**src/rtl/snitch_ro_cache_cfg_ctrl.sv**
```systemverilog
// snitch_ro_cache_cfg_ctrl
// Runtime configuration sequencer for the read-only cache. It accepts
// WRITE_RULE / SET_ENABLE / FLUSH commands from a register-file-side port and
// drives the cache enable, flush handshake and address-rule inputs. Before it
// changes rules, disables the cache or flushes it, the block drains every
// in-flight cached read. It counts those reads by snooping the AR and R-last
// handshakes on the demux Cache port.
//
// Ports:
//   clk_i, rst_ni                 clock, asynchronous active-low reset
//   cmd_valid_i / cmd_ready_o     command handshake (ready only in Idle)
//   cmd_op_i                      0 WRITE_RULE, 1 SET_ENABLE, 2 FLUSH, 3 reserved
//   cmd_idx_i, cmd_start_i,
//   cmd_end_i, cmd_en_i           command operands
//   busy_o, done_o                command in progress / one-cycle completion pulse
//   err_o, err_clr_i              sticky error flag and its clear
//   cache_ar_hs_i,
//   cache_r_last_hs_i             snooped Cache-port handshakes
//   enable_o, flush_valid_o,
//   flush_ready_i                 cache enable and flush handshake
//   start_addr_o, end_addr_o      per-rule cacheable region
//   outstanding_o                 current outstanding cached-read count
module snitch_ro_cache_cfg_ctrl #(
  parameter int unsigned AxiAddrWidth = 0,
  parameter int unsigned NrAddrRules  = 1,
  parameter int unsigned MaxTrans     = 0,
  parameter logic        EnableRst    = 1'b0,
  // Widths are clamped to 1 so the unconfigured defaults still elaborate.
  localparam int unsigned AddrW = (AxiAddrWidth > 0) ? AxiAddrWidth : 1,
  localparam int unsigned IdxW  = (NrAddrRules > 1) ? $clog2(NrAddrRules) : 1,
  localparam int unsigned CntW  = (MaxTrans > 0) ? $clog2(MaxTrans + 1) : 1
) (
  input  logic                                clk_i,
  input  logic                                rst_ni,
  input  logic                                cmd_valid_i,
  output logic                                cmd_ready_o,
  input  logic [1:0]                          cmd_op_i,
  input  logic [IdxW-1:0]                     cmd_idx_i,
  input  logic [AddrW-1:0]                    cmd_start_i,
  input  logic [AddrW-1:0]                    cmd_end_i,
  input  logic                                cmd_en_i,
  output logic                                busy_o,
  output logic                                done_o,
  output logic                                err_o,
  input  logic                                err_clr_i,
  input  logic                                cache_ar_hs_i,
  input  logic                                cache_r_last_hs_i,
  output logic                                enable_o,
  output logic                                flush_valid_o,
  input  logic                                flush_ready_i,
  output logic [NrAddrRules-1:0][AddrW-1:0]   start_addr_o,
  output logic [NrAddrRules-1:0][AddrW-1:0]   end_addr_o,
  output logic [CntW-1:0]                     outstanding_o
);

  typedef enum logic [1:0] {
    StIdle,
    StDrain,
    StFlush,
    StApply
  } state_e;

  typedef enum logic [1:0] {
    OpWriteRule = 2'd0,
    OpSetEnable = 2'd1,
    OpFlush     = 2'd2,
    OpRsvd      = 2'd3
  } op_e;

  state_e state_q, state_d;

  // Latched command
  op_e              op_q;
  logic [IdxW-1:0]  idx_q;
  logic [AddrW-1:0] start_cmd_q, end_cmd_q;
  logic             en_cmd_q;
  logic             bad_q;
  logic             en_saved_q;

  // Registered outputs
  logic                              enable_q, enable_d;
  logic                              flush_q, flush_d;
  logic                              done_q, done_d;
  logic                              err_q, err_d;
  logic [NrAddrRules-1:0][AddrW-1:0] start_q, end_q;
  logic [CntW-1:0]                   cnt_q, cnt_d;

  // Decode of the incoming command
  op_e  cmd_op;
  logic idx_ok;
  logic cmd_bad;
  logic cmd_accept;

  assign cmd_op     = op_e'(cmd_op_i);
  assign idx_ok     = (32'(cmd_idx_i) < NrAddrRules);
  assign cmd_bad    = (cmd_op == OpRsvd) || ((cmd_op == OpWriteRule) && !idx_ok);
  assign cmd_accept = (state_q == StIdle) && cmd_valid_i;

  // --------------------------------------------------------------------------
  // Outstanding-read counter
  // --------------------------------------------------------------------------
  logic cnt_inc, cnt_dec, cnt_err;

  assign cnt_inc = cache_ar_hs_i && !cache_r_last_hs_i;
  assign cnt_dec = cache_r_last_hs_i && !cache_ar_hs_i;

  always_comb begin
    cnt_d   = cnt_q;
    cnt_err = 1'b0;
    if (cnt_inc) begin
      if (cnt_q == CntW'(MaxTrans)) cnt_err = 1'b1;
      else                          cnt_d   = cnt_q + 1'b1;
    end else if (cnt_dec) begin
      if (cnt_q == '0) cnt_err = 1'b1;
      else             cnt_d   = cnt_q - 1'b1;
    end
  end

  // --------------------------------------------------------------------------
  // FSM: state register
  // --------------------------------------------------------------------------
  always_ff @(posedge clk_i or negedge rst_ni) begin
    if (!rst_ni) state_q <= StIdle;
    else         state_q <= state_d;
  end

  // --------------------------------------------------------------------------
  // FSM: next-state logic
  // --------------------------------------------------------------------------
  always_comb begin
    state_d = state_q;
    case (state_q)
      StIdle: begin
        if (cmd_valid_i) begin
          case (cmd_op)
            OpWriteRule: state_d = idx_ok ? StDrain : StApply;
            OpSetEnable: state_d = cmd_en_i ? StApply : StDrain;
            OpFlush:     state_d = StDrain;
            default:     state_d = StApply;
          endcase
        end
      end
      StDrain: begin
        if (cnt_q == '0) state_d = (op_q == OpSetEnable) ? StApply : StFlush;
      end
      StFlush: begin
        if (flush_ready_i) state_d = StApply;
      end
      StApply: state_d = StIdle;
      default: state_d = StIdle;
    endcase
  end

  // --------------------------------------------------------------------------
  // FSM: output logic (next values of the registered outputs)
  // --------------------------------------------------------------------------
  logic rule_we;
  logic err_cmd;

  always_comb begin
    enable_d = enable_q;
    flush_d  = flush_q;
    done_d   = (state_d == StApply);
    rule_we  = 1'b0;
    err_cmd  = 1'b0;
    case (state_q)
      StIdle: begin
        if (cmd_valid_i) begin
          err_cmd = cmd_bad;
          // The cache is switched off as soon as a draining command is taken.
          if (state_d == StDrain) enable_d = 1'b0;
        end
      end
      StDrain: begin
        if (state_d == StFlush) flush_d = 1'b1;
      end
      StFlush: begin
        // Valid is only dropped once the handshake completes.
        if (flush_ready_i) flush_d = 1'b0;
      end
      StApply: begin
        if (!bad_q) begin
          case (op_q)
            OpWriteRule: begin
              rule_we  = 1'b1;
              enable_d = en_saved_q;
            end
            OpSetEnable: enable_d = en_cmd_q;
            OpFlush:     enable_d = en_saved_q;
            default:     enable_d = enable_q;
          endcase
        end
      end
      default: ;
    endcase
  end

  // A new error in the same cycle takes priority over the clear.
  always_comb begin
    err_d = err_q;
    if (cnt_err || err_cmd) err_d = 1'b1;
    else if (err_clr_i)     err_d = 1'b0;
  end

  // --------------------------------------------------------------------------
  // Datapath registers
  // --------------------------------------------------------------------------
  always_ff @(posedge clk_i or negedge rst_ni) begin
    if (!rst_ni) begin
      enable_q    <= EnableRst;
      flush_q     <= 1'b0;
      done_q      <= 1'b0;
      err_q       <= 1'b0;
      cnt_q       <= '0;
      start_q     <= '0;
      end_q       <= '0;
      op_q        <= OpWriteRule;
      idx_q       <= '0;
      start_cmd_q <= '0;
      end_cmd_q   <= '0;
      en_cmd_q    <= 1'b0;
      bad_q       <= 1'b0;
      en_saved_q  <= 1'b0;
    end else begin
      enable_q <= enable_d;
      flush_q  <= flush_d;
      done_q   <= done_d;
      err_q    <= err_d;
      cnt_q    <= cnt_d;
      if (cmd_accept) begin
        op_q        <= cmd_op;
        idx_q       <= cmd_idx_i;
        start_cmd_q <= cmd_start_i;
        end_cmd_q   <= cmd_end_i;
        en_cmd_q    <= cmd_en_i;
        bad_q       <= cmd_bad;
        en_saved_q  <= enable_q;
      end
      // bad_q guarantees idx_q is in range here.
      if (rule_we) begin
        start_q[idx_q] <= start_cmd_q;
        end_q[idx_q]   <= end_cmd_q;
      end
    end
  end

  assign cmd_ready_o   = (state_q == StIdle);
  assign busy_o        = (state_q != StIdle);
  assign done_o        = done_q;
  assign err_o         = err_q;
  assign enable_o      = enable_q;
  assign flush_valid_o = flush_q;
  assign start_addr_o  = start_q;
  assign end_addr_o    = end_q;
  assign outstanding_o = cnt_q;

endmodule
```
**config.mk**
```make
export PLATFORM = sky130hd
export DESIGN_NAME = snitch_ro_cache_cfg_ctrl
export DESIGN_NICKNAME = d
export VERILOG_FILES = /design/src/rtl/snitch_ro_cache_cfg_ctrl.sv
export SDC_FILE = /design/constraint.sdc
export NUM_CORES = 1
export LEC_CHECK = 0
export ABC_AREA = 1
export BUFFER_PORTS_ARGS = -buffer_cell sky130_fd_sc_hd__buf_2
export CAP_MARGIN = 5
export CORE_MARGIN = 4
export CORE_UTILIZATION = 47
export DETAILED_ROUTE_END_ITERATION = 8
export GPL_TIMING_DRIVEN = 0
export PLACE_DENSITY_LB_ADDON = 0.15
export SLEW_MARGIN = 20
export SYNTH_ARGS = -nofsm -noshare
export SYNTH_HDL_FRONTEND = slang
export SYNTH_SLANG_ARGS = --single-unit
```
**constraint.sdc**
```tcl
create_clock -name clk_i -period 1.7 [get_ports clk_i]
set_input_delay 0 -clock clk_i [delete_from_list [all_inputs] [get_ports clk_i]]
set_output_delay 0 -clock clk_i [all_outputs]
set_load 0.05 [all_outputs]
```
# After elaboration in Yosys (flattened, before gate mapping)
# Index checks and enable logic that the tools add are counted.
op_classes:
  n_addsub: 2
  magnitude_cmp: 3
  n_eq_ne: 17
  muxes: 33
  n_reduce_logical: 21
ops:
  columns: ["op", "n"]
  rows:
  - ["$mux 1", 21]
  - ["$eq 2x2->1 const B", 7]
  - ["$mux 2", 5]
  - ["$reduce_bool 2->1", 5]
  - ["$eq 2x1->1 const B", 4]
  - ["$ne 2x2->1 const B", 4]
  - ["$pmux 2 s4", 1]
  - ["$logic_not 2->1", 3]
  - ["$pmux 1 s2", 3]
  - ["$pmux 2 s3", 1]
  - ["$logic_and 1x1->1", 5]
  - ["$reduce_and 5->1", 1]
  - ["$logic_not 1->1", 3]
  - ["$ne 3x3->1 const B", 1]
  - ["$reduce_and 3->1", 1]
  - ["$bwmux 1", 2]
  - ["$logic_or 1x1->1", 2]
  - ["$lt 1x1->1 const B", 2]
  - ["$ne 2x1->1 const B", 1]
  - ["$reduce_or 2->1", 1]
  - ["$add 1x1->1 const B", 1]
  - ["$ge 1x1->1 const B", 1]
  - ["$sub 1x1->1 const B", 1]
word_totals:
  ff_bits: 17
  input_bits: 13

# Logic depth before layout (Yosys ltp)
logic_depth:
  depth_word: 9
  ltp_mapped: 9

# Worst setup path after synthesis
# OpenSTA, ideal clock, no wires.
synth_path:
  path_type: "reg-to-reg"
  from: "register state_q[1]"
  to: "register enable_q (netlist: enable_o)"
  arrival_ns: 1.591
  t_required_ns: 1.581
  slack_ns: -0.011
  stages_incl_launch_ff: 9
  path_buffers: 0
  period_less_slack_ns: 1.711
  cell_sequence: "dfrtp_1 > nor2_4 > inv_1 > nand2_1 > nand3_2 > nand2_2 > nand2_1 > nand2_1 > nand2_1"
synth_between:
  elab_chain_len: 5
  word_cells_on_any_way: 16
  classes_between: "eq/ne: 8; mux: 5; reduce/logical: 3"
synth_rtl:
  columns: ["element", "line", "text"]
  rows:
  - ["start: declaration", "70", "state_e state_q, state_d;"]
  - ["start signal: assignment", "123", "if (!rst_ni) state_q <= StIdle;"]
  - ["start signal: assignment", "124", "else state_q <= state_d;"]
  - ["$logic_not 2->1 *", null, null]
  - ["named net cmd_ready_o", "36", "output logic cmd_ready_o,"]
  - ["$pmux 2 s4", "132", "case (state_q)"]
  - ["$eq 2x1->1", "171", "if (state_d == StDrain) enable_d = 1'b0;"]
  - ["$ne 2x1->1 (no line)", null, null]
  - ["$reduce_and 5->1 (no line)", null, null]
  - ["end signal: assignment", "210", "enable_q <= EnableRst;"]
  - ["end signal: assignment", "225", "enable_q <= enable_d;"]
  - ["end: declaration", "81", "logic enable_q, enable_d;"]
# Mark *: on every way through the listed nets, which the timed path passes. The rest lies on a longest branch.
# A chain may end at the register's enable or synchronous reset.

# Worst setup path after layout
layout_path:
  from: "register state_q[0]"
  to: "register err_q (netlist: err_o)"
layout_between:
  elab_chain_len: 4
  word_cells_on_any_way: 5
  classes_between: "mux: 2; reduce/logical: 3"
layout_rtl:
  columns: ["element", "line", "text"]
  rows:
  - ["$logic_not 2->1 *", "166", "case (state_q)"]
  - ["$mux 1 *", "166", null]
  - ["$logic_or 1x1->1 *", "201", "if (cnt_err || err_cmd) err_d = 1'b1;"]
  - ["$mux 1 or $reduce_bool 2->1 (tied branches)", null, null]
  - ["end signal: assignment", "228", "err_q <= err_d;"]
  - ["end: declaration", "84", "logic err_q, err_d;"]
# Mark *: on every way between the ends. The rest lies on a longest branch, timed or not.

==> results.md <==
- DR vias: 643
- Post-synth top area cell: dfrtp_1
- Max VDD drop: 0.000935 V
- All-Layer GR Usage: 0.154
- Placed Cells incl. Taps: around 120
- Drt via density: 4.76
- Post-synthesis sequential area ratio: 0.525
- Largest regs: op_q x2, state_q x2
- CP Data Arrival Time: ~1.8 ns
- Status: complete, no violations
- Routed wire length: roughly 1600 um
- Fin. max-slew vios: 0
- Global route total overflow: 0
- Skew-Pair Late Insertion Delay: 0.28 ns
- Cell Area, Synth: 762 um2
- Vias in the first global route: ~590
- Clk slew on worst S/H paths: 0.09 ns
- H-tree depth: 1
- N_diodes: 0
- Worst Setup Start Kind: register
- Num ports: 22
- Hold WC Path Type: in -> reg
- Worst Slack Setup Final: 0.0882 ns
- Synth Register Bits: 16
- Die Ht: around 48 um
- Leakage power: around 0.55 nW
- Post-synth net total: between 90 and 100
- Yosys cell types: 23
- Dpl ws: 0.469 ns
- Drt first-iter violations: 6
- Max-cap viol count: 0
- Mapped Cells: 86
- DRT antenna net count: 0
- Final Hold Viols: 0
- Multi-input gate area: 310 um2
- FILL cells: 143
- Routability cong.: 0.727
- Finished Layout Cells: 135
- PD cells: 1730 nW/um2
- DP HPWL: 1140 um
- Worst setup EP type: register
- Die ar.: about 2300 um2
- Synth top area cells: dfrtp_1, nand2_1, mux2_4
- TritonCTS buffer count: 3
- Row Count: 14
- Final net count: 134
- Fraction of layout cells with a size suffix above 1: 0.353
- Drt pass-1 iters: 4
- Initial Utilization: 0.500
- CTS Sinks: 16
- Synth warnings: 0
- Flop-to-flop setup slack: 0.09 ns
- Hold_ws: 0.0176 ns
- CP Max Fanout: 5
- P&R area growth vs syn: 31.5%
- Die W: 48.3 um
- Final setup viols: 0
- CTS Buffer Depth: 2
- Final Core Density: 0.658
- # DRC: 0
- Root buf cell: clkbuf_4
- Final Cycle Share: 0.948
- Worst Skew: 0.00956 ns
- Critical path type: reg -> reg
- Input/output buffers: 20
- Initial antenna violation count: 0
- Pin count of the biggest net entering global routing: 17
- Req. time, crit path: 1.93 ns
- Seq. cell area: 403 um2
- F_max: 620 MHz
- Top cell type's share of synthesized area: 0.525
- Wire length per cell: ~12 um
- Global-route wire length before repair: 2460 um
- Core box area: 1520 um2
- Syn Area/Cell: approximately 8.9 um2
- CTS tree: built
- Min Tclk post-route: between 1.5 and 2 ns
[final timing paths]
path | start | endpoint | cells past startpoint
worst min register to register | en_cmd_q | en_cmd_q | 2
min in group asynchronous | rst_ni | flush_valid_o | 2
max in group asynchronous | rst_ni | state_q[1] | 2
worst min-delay path | cmd_op_i[0] | op_q[0] | 3
worst max-delay path | state_q[0] | err_o | 6
worst max register to register | state_q[0] | err_o | 6
[cells in the final DEF (no fill, tap or decap), drive strengths merged]
master,count
nand2,37
buf,24
dfrtp,16
dlygate4sd3,8
inv,8
nand3,5
nor2,4
a21oi,3
clkbuf,3
o21ai,3
mux2,2
clkinv,1
a22o,1
xnor2,1
o211ai,1
nor3,1
conb,1
[metrics by stage]
stage               setup TNS, ns  power (mW)  cell area, um2
finish                          0        1.73            1000
detailed placement              0        1.49             882
floorplan                 -0.0108        1.30             762
global placement                0        1.47             882
global route              -0.0178        1.87            1000
CTS                             0        1.70             985
[report_power, final]
part / switching, mW / total [mW] / internal (mW)
sequential: 0.124 / 0.666 / 0.542
clock: 0.112 / 0.195 / 0.0821
combinational: 0.577 / 0.872 / 0.295
total: 0.814 / 1.73 / 0.918
[critical path: stages, from the launching register on]
cell,delay (ns)
dfrtp_2,0.45
nor2_4,0.18
nand2_4,0.10
a21oi_1,0.12
inv_1,0.07
o211ai_1,0.07
dlygate4sd3_1,0.56
[routing by layer]
layer | wire length (um) | vias to the layer above | track usage | part of all wire
met5 | 0 | - | 0 | 0
met4 | 0 | 0 | 0.0484 | 0
met3 | 92 | 0 | 0.0443 | 0.059
met2 | 766 | 18 | 0.247 | 0.49
met1 | 696 | 290 | 0.200 | 0.45
li1 | - | 335 | - | -
[logic make-up after synthesis]
family | count (synthesis) | synth area share
and+or+nand+nor | 47 | 0.291
DFF | 16 | 0.525
buffers and inverters | 11 | 0.0673
AOI/OAI and AO/OA | 8 | 0.0607
muxes | 2 | 0.0394
xor gates and xnor gates | 1 | 0.0115
other | 1 | 0.00492
[timing repair]
item,4_1_cts,5_1_grt
hold buffers,8,0
endpoints found under the setup margin,0,1
setup buffers,0,2
resized for setup,0,2
hold endpoints to repair,22,0
[final cells by class]
| type | instances | area share |
|---|---|---|
| multi-input combinational | 59 | 0.310 |
| buffer | 2 | 0.0125 |
| tap | 16 | 0.0200 |
| inverter | 9 | 0.0387 |
| timing repair buffer | 30 | 0.195 |
| sequential | 16 | 0.402 |
| clock buffer | 3 | 0.0225 |
[synthesized netlist by cell type]
cell,count
a21oi_1,3
a22o_1,1
buf_2,1
buf_4,1
clkinv_4,1
conb_1,1
dfrtp_1,16
inv_1,7
inv_2,1
mux2_4,2
nand2_1,32
nand2_2,4
nand2_4,1
nand3_1,3
nand3_2,2
nor2_1,2
nor2_2,1
nor2_4,1
nor3_1,1
o211ai_1,1
o21ai_0,1
o21ai_1,2
xnor2_1,1
Power figures use the tool's default switching activity.
